<file path="src/rtl/instruction_fetch_stage.sv">
// Instruction fetch stage: owns the PC, issues single-outstanding reads to
// instruction memory and fills the IF/ID register, honouring stalls and branch flushes.
module instruction_fetch_stage #(
  parameter int                     PC_WIDTH   = 24,
  parameter int                     INST_WIDTH = 32,
  parameter logic [PC_WIDTH-1:0]    RESET_PC   = 24'h000000,
  parameter int                     PC_STEP    = 1,
  parameter logic [INST_WIDTH-1:0]  NOP_INST   = 32'h00000000
) (
  input  logic                           clk,
  input  logic                           rst,
  input  logic                           en,
  input  logic                           branchTaken,
  input  logic [PC_WIDTH-1:0]            branchTarget,
  output logic                           imemReq,
  output logic [PC_WIDTH-1:0]            imemAddr,
  input  logic                           imemAck,
  input  logic [INST_WIDTH-1:0]          imemData,
  output logic [PC_WIDTH+INST_WIDTH:0]   bufferOut
);

  typedef enum logic [1:0] {
    REQ     = 2'd0,
    HOLD    = 2'd1,
    DISCARD = 2'd2
  } fetchState_e;

  localparam logic [PC_WIDTH-1:0] PC_INC = PC_WIDTH'(PC_STEP);
  localparam logic [PC_WIDTH+INST_WIDTH:0] FLUSH_ENTRY = {1'b0, {PC_WIDTH{1'b0}}, NOP_INST};

  fetchState_e                     stateR, stateS;
  logic [PC_WIDTH-1:0]             pcR, pcS;
  logic [PC_WIDTH-1:0]             discardAddrR, discardAddrS;
  logic [PC_WIDTH+INST_WIDTH-1:0]  holdR, holdS;
  logic [PC_WIDTH+INST_WIDTH:0]    bufferR, bufferS;

  // State and datapath registers; reset abandons any in-flight request.
  always_ff @(posedge clk or posedge rst) begin
    if (rst) begin
      stateR       <= REQ;
      pcR          <= RESET_PC;
      discardAddrR <= {PC_WIDTH{1'b0}};
      holdR        <= {(PC_WIDTH+INST_WIDTH){1'b0}};
      bufferR      <= FLUSH_ENTRY;
    end else begin
      stateR       <= stateS;
      pcR          <= pcS;
      discardAddrR <= discardAddrS;
      holdR        <= holdS;
      bufferR      <= bufferS;
    end
  end

  // Next-state logic; a branch always flushes the IF/ID register, even while stalled.
  always_comb begin
    stateS       = stateR;
    pcS          = pcR;
    discardAddrS = discardAddrR;
    holdS        = holdR;
    bufferS      = bufferR;
    case (stateR)
      REQ: begin
        if (branchTaken) begin
          bufferS = FLUSH_ENTRY;
          pcS     = branchTarget;
          if (imemAck) begin
            stateS = REQ;
          end else begin
            discardAddrS = pcR;
            stateS       = DISCARD;
          end
        end else if (imemAck) begin
          pcS = pcR + PC_INC;
          if (en) begin
            bufferS = {1'b1, pcR, imemData};
          end else begin
            holdS  = {pcR, imemData};
            stateS = HOLD;
          end
        end else if (en) begin
          bufferS = {1'b0, pcR, NOP_INST};
        end else begin
          bufferS = bufferR;
        end
      end
      HOLD: begin
        if (branchTaken) begin
          bufferS = FLUSH_ENTRY;
          pcS     = branchTarget;
          stateS  = REQ;
        end else if (en) begin
          bufferS = {1'b1, holdR};
          stateS  = REQ;
        end else begin
          stateS = HOLD;
        end
      end
      DISCARD: begin
        // The abandoned request keeps its address until memory answers it.
        if (branchTaken) begin
          bufferS = FLUSH_ENTRY;
          pcS     = branchTarget;
        end else begin
          bufferS = bufferR;
        end
        if (imemAck) begin
          stateS = REQ;
        end else begin
          stateS = DISCARD;
        end
      end
      default: begin
        stateS = REQ;
      end
    endcase
  end

  // Memory request outputs decoded from the state register.
  always_comb begin
    imemReq  = 1'b0;
    imemAddr = pcR;
    if (rst) begin
      imemReq = 1'b0;
    end else begin
      imemReq = (stateR != HOLD);
    end
    if (stateR == DISCARD) begin
      imemAddr = discardAddrR;
    end else begin
      imemAddr = pcR;
    end
  end

  assign bufferOut = bufferR;

endmodule

</file>
<file path="config.mk">
export PLATFORM = sky130hd
export DESIGN_NAME = instruction_fetch_stage
export DESIGN_NICKNAME = d
export VERILOG_FILES = /design/src/rtl/instruction_fetch_stage.sv
export SDC_FILE = /design/constraint.sdc
export NUM_CORES = 1
export LEC_CHECK = 0
export CAP_MARGIN = 0
export CORE_MARGIN = 3
export CORE_UTILIZATION = 30
export DETAILED_ROUTE_END_ITERATION = 7
export SYNTH_ARGS = -nofsm -noshare
export SYNTH_HDL_FRONTEND = slang
export SYNTH_SLANG_ARGS = --single-unit
</file>
<file path="constraint.sdc">
create_clock -name clk -period 12.9 [get_ports clk]
set_input_delay 1.29 -clock clk [delete_from_list [all_inputs] [get_ports clk]]
set_output_delay 1.29 -clock clk [all_outputs]
set_load 0.01 [all_outputs]
</file>
==> results of run 1 <==
state kept, by name, indices dropped and copies added (netlist names):
name,flops
bufferOut,57
holdR,56
discardAddrR,24
stateR,2
pcR,24
routing by layer:
layer	vias to the layer above	wire length, um	GRT usage, %
li1	2581	-	-
met1	2761	9090	19.2
met2	103	9890	24.0
met3	22	649	2.51
met4	0	369	4.73
met5	-	0	0
area by class of cell:
cell class              instances  area share [%]
flip-flops and latches        163            40.5
multi-input cells             403            34.5
repair buffers                151            14.8
clock buffers                  17            4.22
well taps                     330            4.10
clock inverters                15            1.68
inverters                       6           0.273
synthesized netlist by cell type (3+ instances only):
cell type	instances	share of area (%)
a211oi_1	3	0.29
a21oi_1	18	1.1
a22o_1	56	6.2
a2bb2oi_1	5	0.56
a311oi_1	3	0.33
a31oi_1	3	0.24
a32oi_1	4	0.45
and4_1	5	0.56
buf_1	5	0.24
buf_2	35	2.2
buf_4	4	0.38
clkbuf_1	20	0.96
dfrtp_1	163	52
ha_1	5	0.80
inv_1	6	0.29
mux2_2	156	22
mux2i_1	3	0.38
nand2_1	27	1.3
nand3_1	16	1.0
nand3b_1	3	0.29
nand4_1	11	0.88
nor2_1	18	0.86
nor3_1	5	0.32
nor4_1	6	0.48
o21ai_0	14	0.89
o22ai_1	7	0.56
power by group through the flow:
stage	Combinational [uW]	Clock [uW]	Sequential [uW]
after floorplan	473	0	797
after global placement	681	0	866
after detailed placement	687	0	875
after CTS	691	527	866
after global routing	741	548	899
final	677	511	866
final timing paths:
kind | start | cells past startpoint | endpoint
max in group asynchronous | rst | 3 | holdR[23]
setup / recovery | rst | 3 | imemReq
min in group asynchronous | rst | 2 | holdR[9]
hold / removal | discardAddrR[4] | 2 | discardAddrR[4]
hold reg to reg | discardAddrR[4] | 2 | discardAddrR[4]
setup reg to reg | stateR[0] | 7 | bufferOut[36]
metrics by stage:
step | hold slack, ns | util (%) | instances | worst slack [ns] | instance area [um2]
5_1_grt | 0.513 | 39.6 | 1085 | 9.07 | 10100
6_report | 0.490 | 39.6 | 1085 | 9.15 | 10100
4_1_cts | 0.491 | 39.6 | 1085 | 9.15 | 10100
2_1_floorplan | 0.450 | - | 636 | 7.21 | 7860
3_3_place_gp | 0.464 | 37.2 | 1053 | 8.83 | 9490
3_5_place_dp | 0.476 | 37.2 | 1053 | 8.77 | 9490
logic make-up (layout without fill, tap and decap cells):
group	Yosys count	after routing	synth area share (%)
simple gates	109	109	7.84
buf+inv	70	189	4.09
fa+ha+maj	5	5	0.796
flops	163	163	51.9
compound gates	130	130	12.6
mux	159	159	22.7
tightest hold or removal path: stages, from the launching register on:
cell	delay [ns]
dfrtp_1	0.35
nand2_1	0.05
o21ai_0	0.06
==> impl_metrics.csv, run 1 <==
group,metric,value,unit
layout,diodes,0,
timing,post-route-min-period,3.75,ns
layout,area_growth,28.3,%
timing,hold_violations,0,
synth,synth_edf_count,0,
floorplanning,row_count,58,
floorplanning,core-area,25500,um2
detailed_routing,drt_iter0_drc,346,
run,drv_cap,0,
power_and_ir_drop,leakage,0.00413,uW
power_and_ir_drop,pwr-share-clk,24.9,%
worst_setup_path,crit_chain,"clkdlybuf4s50_1, nor2_1, clkdlybuf4s50_1",
layout,multi_input_area,3480,um2
grt,grt_pass1_wl,32.4,mm
clock_network,clock_sinks,163,
power_and_ir_drop,p_per_area,204,nW/um2
timing,skew,0.00882,ns
synth,syn-instance-count,636,
power_and_ir_drop,power.total,2050,uW
placed_design,place.detailed.hpwl,13.3,mm
clock_network,cts_resized,0,
grt,grt_pass1_vias,5721,
layout,seq_area,4080,um2
synth,ys_ff_latch,163,
worst_setup_path,critPathMaxStageDelay,0.55,ns
detailed_routing,drc,0,
detailed_routing,ant_nets,0,
worst_setup_path,end_kind,"output pin",
grt,antenna_found_initial,0,
power_and_ir_drop,pwr-share-comb,33.0,%
worst_setup_path,worstPathArrival,2.46,ns
clock_network,htree_num_levels,4,
grt,grt_overflow,0,
layout,layout-drive-gt1-share,27.8,%
detailed_routing,routedWlPerCell,18.4,um
clock_network,cts_tree,"yes",
clock_network,clk_pin_slew,0.06,ns
clock_network,cts_buffers,17,
clock_network,cts-root-buf,"clkbuf_16",
worst_setup_path,path_class,"input pin to output pin",
synth,synthDistinctLibCells,53,
floorplanning,dieArea,28200,um2
layout,layout.nets,808,
placed_design,io_buffers,142,
timing,tns,0,ns
synth,ys.flop_type,"dfrtp_1",
synth,async_flop_share,100,%
min_path,hp-class,"register to register",
power_and_ir_drop,switching_power,675,uW
synth,yosys_warnings,0,
floorplanning,die_w,168,um
worst_setup_path,crit_top_cell,"clkdlybuf4s50_1",
clock_network,clockBufferDepth,2,
detailed_routing,vias,5467,
clock_network,post_cts_buffers,0,
detailed_routing,vias_per_cell,5.04,
power_and_ir_drop,pwr-share-seq,42.2,%
layout,most-common-layout-cells,"dfrtp_1, mux2_2, clkdlybuf4s50_1, a22o_1, nand2_1",
worst_setup_path,cp-start-kind,"input pin",
worst_setup_path,reg2reg_setup_slack,10.26,ns
worst_setup_path,worst_path_max_delay_cell,"clkdlybuf4s50_1",
timing,setup_viol,0,
worst_setup_path,critical-path-top-delay-family,"buffers and inverters",
timing,fmax,267,MHz
timing,final_max_slew_viol_count,0,
layout,final_common_cell,"dfrtp_1",
timing,final.period_utilization,29.1,%
power_and_ir_drop,intPower,1380,uW
synth,syn_area_per_cell,12.4,um2
timing,slew_headroom,36.2,%
power_and_ir_drop,sw_frac_of_total,32.9,%
placed_design,place_congestion,0.764,
floorplanning,die_h,168,um
synth,syn_area,7860,um2
floorplanning,start_util,30.8,%
worst_setup_path,required,11.61,ns
clock_network,cts_hold_buf,0,
timing,grt_setup_unrepaired,"false",
grt,grt_max_degree,96,
timing,tightest_slew,0.957,ns
clock_network,clkLatencyLatePin,0.42,ns
floorplanning,ios,143,
worst_setup_path,path_buf_inv,2,
power_and_ir_drop,ir_drop,97.0,uV
layout,nFillCells,2447,
outcome,status,"finished, final reports clean",
detailed_routing,wl,20.0,mm
synth,seq_area_frac_synth,51.9,%
detailed_routing,drt_first_pass_iters,4,
grt,grt_usage,14.4,%
worst_setup_path,critPathMaxFanout,2,
synth,syn_nets,702,
Power figures use the tool's default switching activity.
==> run 2: changes to the inputs <==
==> constraint.sdc (replaced) <==
create_clock -name clk -period 3.8 [get_ports clk]
set_input_delay 0.38 -clock clk [delete_from_list [all_inputs] [get_ports clk]]
set_output_delay 0.38 -clock clk [all_outputs]
set_load 0.01 [all_outputs]
==> run 2 against run 1 <==
Via count increased by 0.27%. Critical path depth increased by 2. Combinational power increased to 3.4 times the previous value. Non-clock buffer count grew 4. Worst setup slack got worse by 8.1 ns. Flip-flop and latch count unchanged. Sequential power increased to 3.4 times the previous value. Routed wire length increased by 2.0%. Worst hold slack got worse by 0.099 ns. Clock skew decreased by 0.0012 ns. Clock-buffer cell count unchanged. Largest cell class unchanged. Largest power group unchanged.
==> impl_metrics.csv, run 2 (synthesis gave the netlist of run 1 again) <==
group,metric,value,unit
grt,grt_max_degree,86,
worst_setup_path,timing.rr.end,"bufferOut[18]",
floorplanning,dieArea,28200,um2
worst_setup_path,worstPathArrival,2.37,ns
timing,skew,0.00762,ns
floorplanning,die_w,168,um
detailed_routing,vias_per_cell,5.03,
worst_setup_path,reg2reg_setup_slack,1.07,ns
timing,tightest_slew,0.965,ns
timing,setup_viol,0,
floorplanning,row_count,58,
worst_setup_path,worst_path_max_delay_cell,"clkdlybuf4s50_1",
grt,grt_overflow,0,
min_path,hp-class,"input pin to async pin",
timing,slew_headroom,35.7,%
detailed_routing,wl,20.4,mm
outcome,status,"finished, final reports clean",
timing,tns,0,ns
grt,grt_usage,14.5,%
floorplanning,core-area,25500,um2
detailed_routing,drt_iter0_drc,295,
layout,layout.nets,812,
worst_setup_path,end_kind,"output pin",
layout,largest_reg_flops,57,
worst_setup_path,path_class,"register to output pin",
clock_network,cts-root-buf,"clkbuf_16",
clock_network,cts_resized,0,
timing,final_max_slew_viol_count,0,
clock_network,clockBufferDepth,2,
power_and_ir_drop,ir_drop,325,uV
detailed_routing,ant_nets,0,
clock_network,cts_hold_buf,0,
worst_setup_path,crit_chain,"inv_1, ha_1, buf_4, mux2_2, clkdlybuf4s50_1",
floorplanning,start_util,30.8,%
power_and_ir_drop,power.total,7060,uW
timing,grt_setup_unrepaired,"false",
worst_setup_path,critPathMaxStageDelay,0.51,ns
clock_network,htree_num_levels,4,
worst_setup_path,critPathMaxFanout,27,
timing,fmax,364,MHz
grt,antenna_found_initial,0,
placed_design,place_congestion,0.733,
clock_network,clock_sinks,163,
layout,final_common_cell,"dfrtp_1",
placed_design,io_buffers,142,
run,drv_cap,0,
detailed_routing,routedWlPerCell,18.7,um
clock_network,cts_buffers,17,
worst_setup_path,cp-start-kind,"register",
clock_network,post_cts_buffers,0,
worst_setup_path,rr_worst_depth,7,
timing,final.period_utilization,72.3,%
detailed_routing,drc,0,
layout,diodes,0,
layout,most-common-layout-cells,"dfrtp_1, mux2_2, clkdlybuf4s50_1, a22o_1, nand2_1",
floorplanning,ios,143,
grt,grt_pass1_vias,5687,
timing,post-route-min-period,2.75,ns
layout,area_growth,29.4,%
grt,grt_pass1_wl,32.5,mm
clock_network,clk_pin_slew,0.07,ns
worst_setup_path,required,3.42,ns
clock_network,cts_tree,"yes",
power_and_ir_drop,p_per_area,694,nW/um2
power_and_ir_drop,leakage,0.00417,uW
clock_network,clkLatencyLatePin,0.43,ns
timing,hold_violations,0,
worst_setup_path,reg2reg_from,"stateR[0]",
placed_design,place.detailed.hpwl,13.7,mm
detailed_routing,vias,5482,
detailed_routing,drt_first_pass_iters,4,
floorplanning,die_h,168,um
layout,layout-drive-gt1-share,28.2,%
## run 2: changes by cell type in the layout (fill, tap and decap cells not counted)
cell	change
buf_12	+2
buf_4	+2
bufinv_16	+1
clkinv_2	-1
clkinv_4	+1
inv_6	-1
## run 2: power by group
group          internal [uW]  switching, uW
clock                   1050            761
sequential              2360            573
combinational           1340            968
total                   4760           2300
## run 2: area by class of cell
cell class | instances | area (um2)
Clock buffer | 17 | 425
Clock inverter | 15 | 195
Fill cell | 2455 | 15300
Inverter | 6 | 26.3
Multi-Input combinational cell | 403 | 3480
Sequential cell | 163 | 4080
Tap cell | 330 | 413
Timing Repair Buffer | 155 | 1540
## run 2: routing by layer
metal / share of wire [%] / track usage [%]
met1: 44 / 18.7
met2: 50 / 24.5
met4: 2.1 / 4.55
met5: 0 / 0
met3: 3.4 / 3.08
## run 2: worst max-delay path: cells and delay by family, from the launching register on
| kind | cells | cell delay [ns] |
|---|---|---|
| fa+ha+maj | 1 | 0.17 |
| buf+inv | 3 | 0.96 |
| flops | 1 | 0.41 |
| mux | 1 | 0.40 |
## run 2: per-stage QoR
stage | std cells | area, um2 | util (%) | hold slack (ns) | setup WS (ns)
floorplan | 636 | 7860 | - | 0.450 | 1.35
global placement | 1057 | 9540 | 37.5 | 0.465 | 0.989
detailed placement | 1057 | 9540 | 37.5 | 0.473 | 0.979
CTS | 1089 | 10200 | 39.9 | 0.393 | 0.993
global route | 1089 | 10200 | 39.9 | 0.424 | 0.857
finish | 1089 | 10200 | 39.9 | 0.391 | 1.05
## run 2: how the worst max path moves through the flow
| stage | start | end | slack [ns] | cells after the start |
|---|---|---|---|---|
| floorplan | rst | bufferOut[0] | 1.35 | 1 |
| global placement | en | bufferOut[45] | 0.99 | 6 |
| detailed placement | en | bufferOut[18] | 0.98 | 6 |
| CTS | stateR[0] | bufferOut[18] | 0.99 | 7 |
| global route | stateR[0] | bufferOut[44] | 0.86 | 7 |
| finish | stateR[0] | imemAddr[21] | 1.05 | 5 |
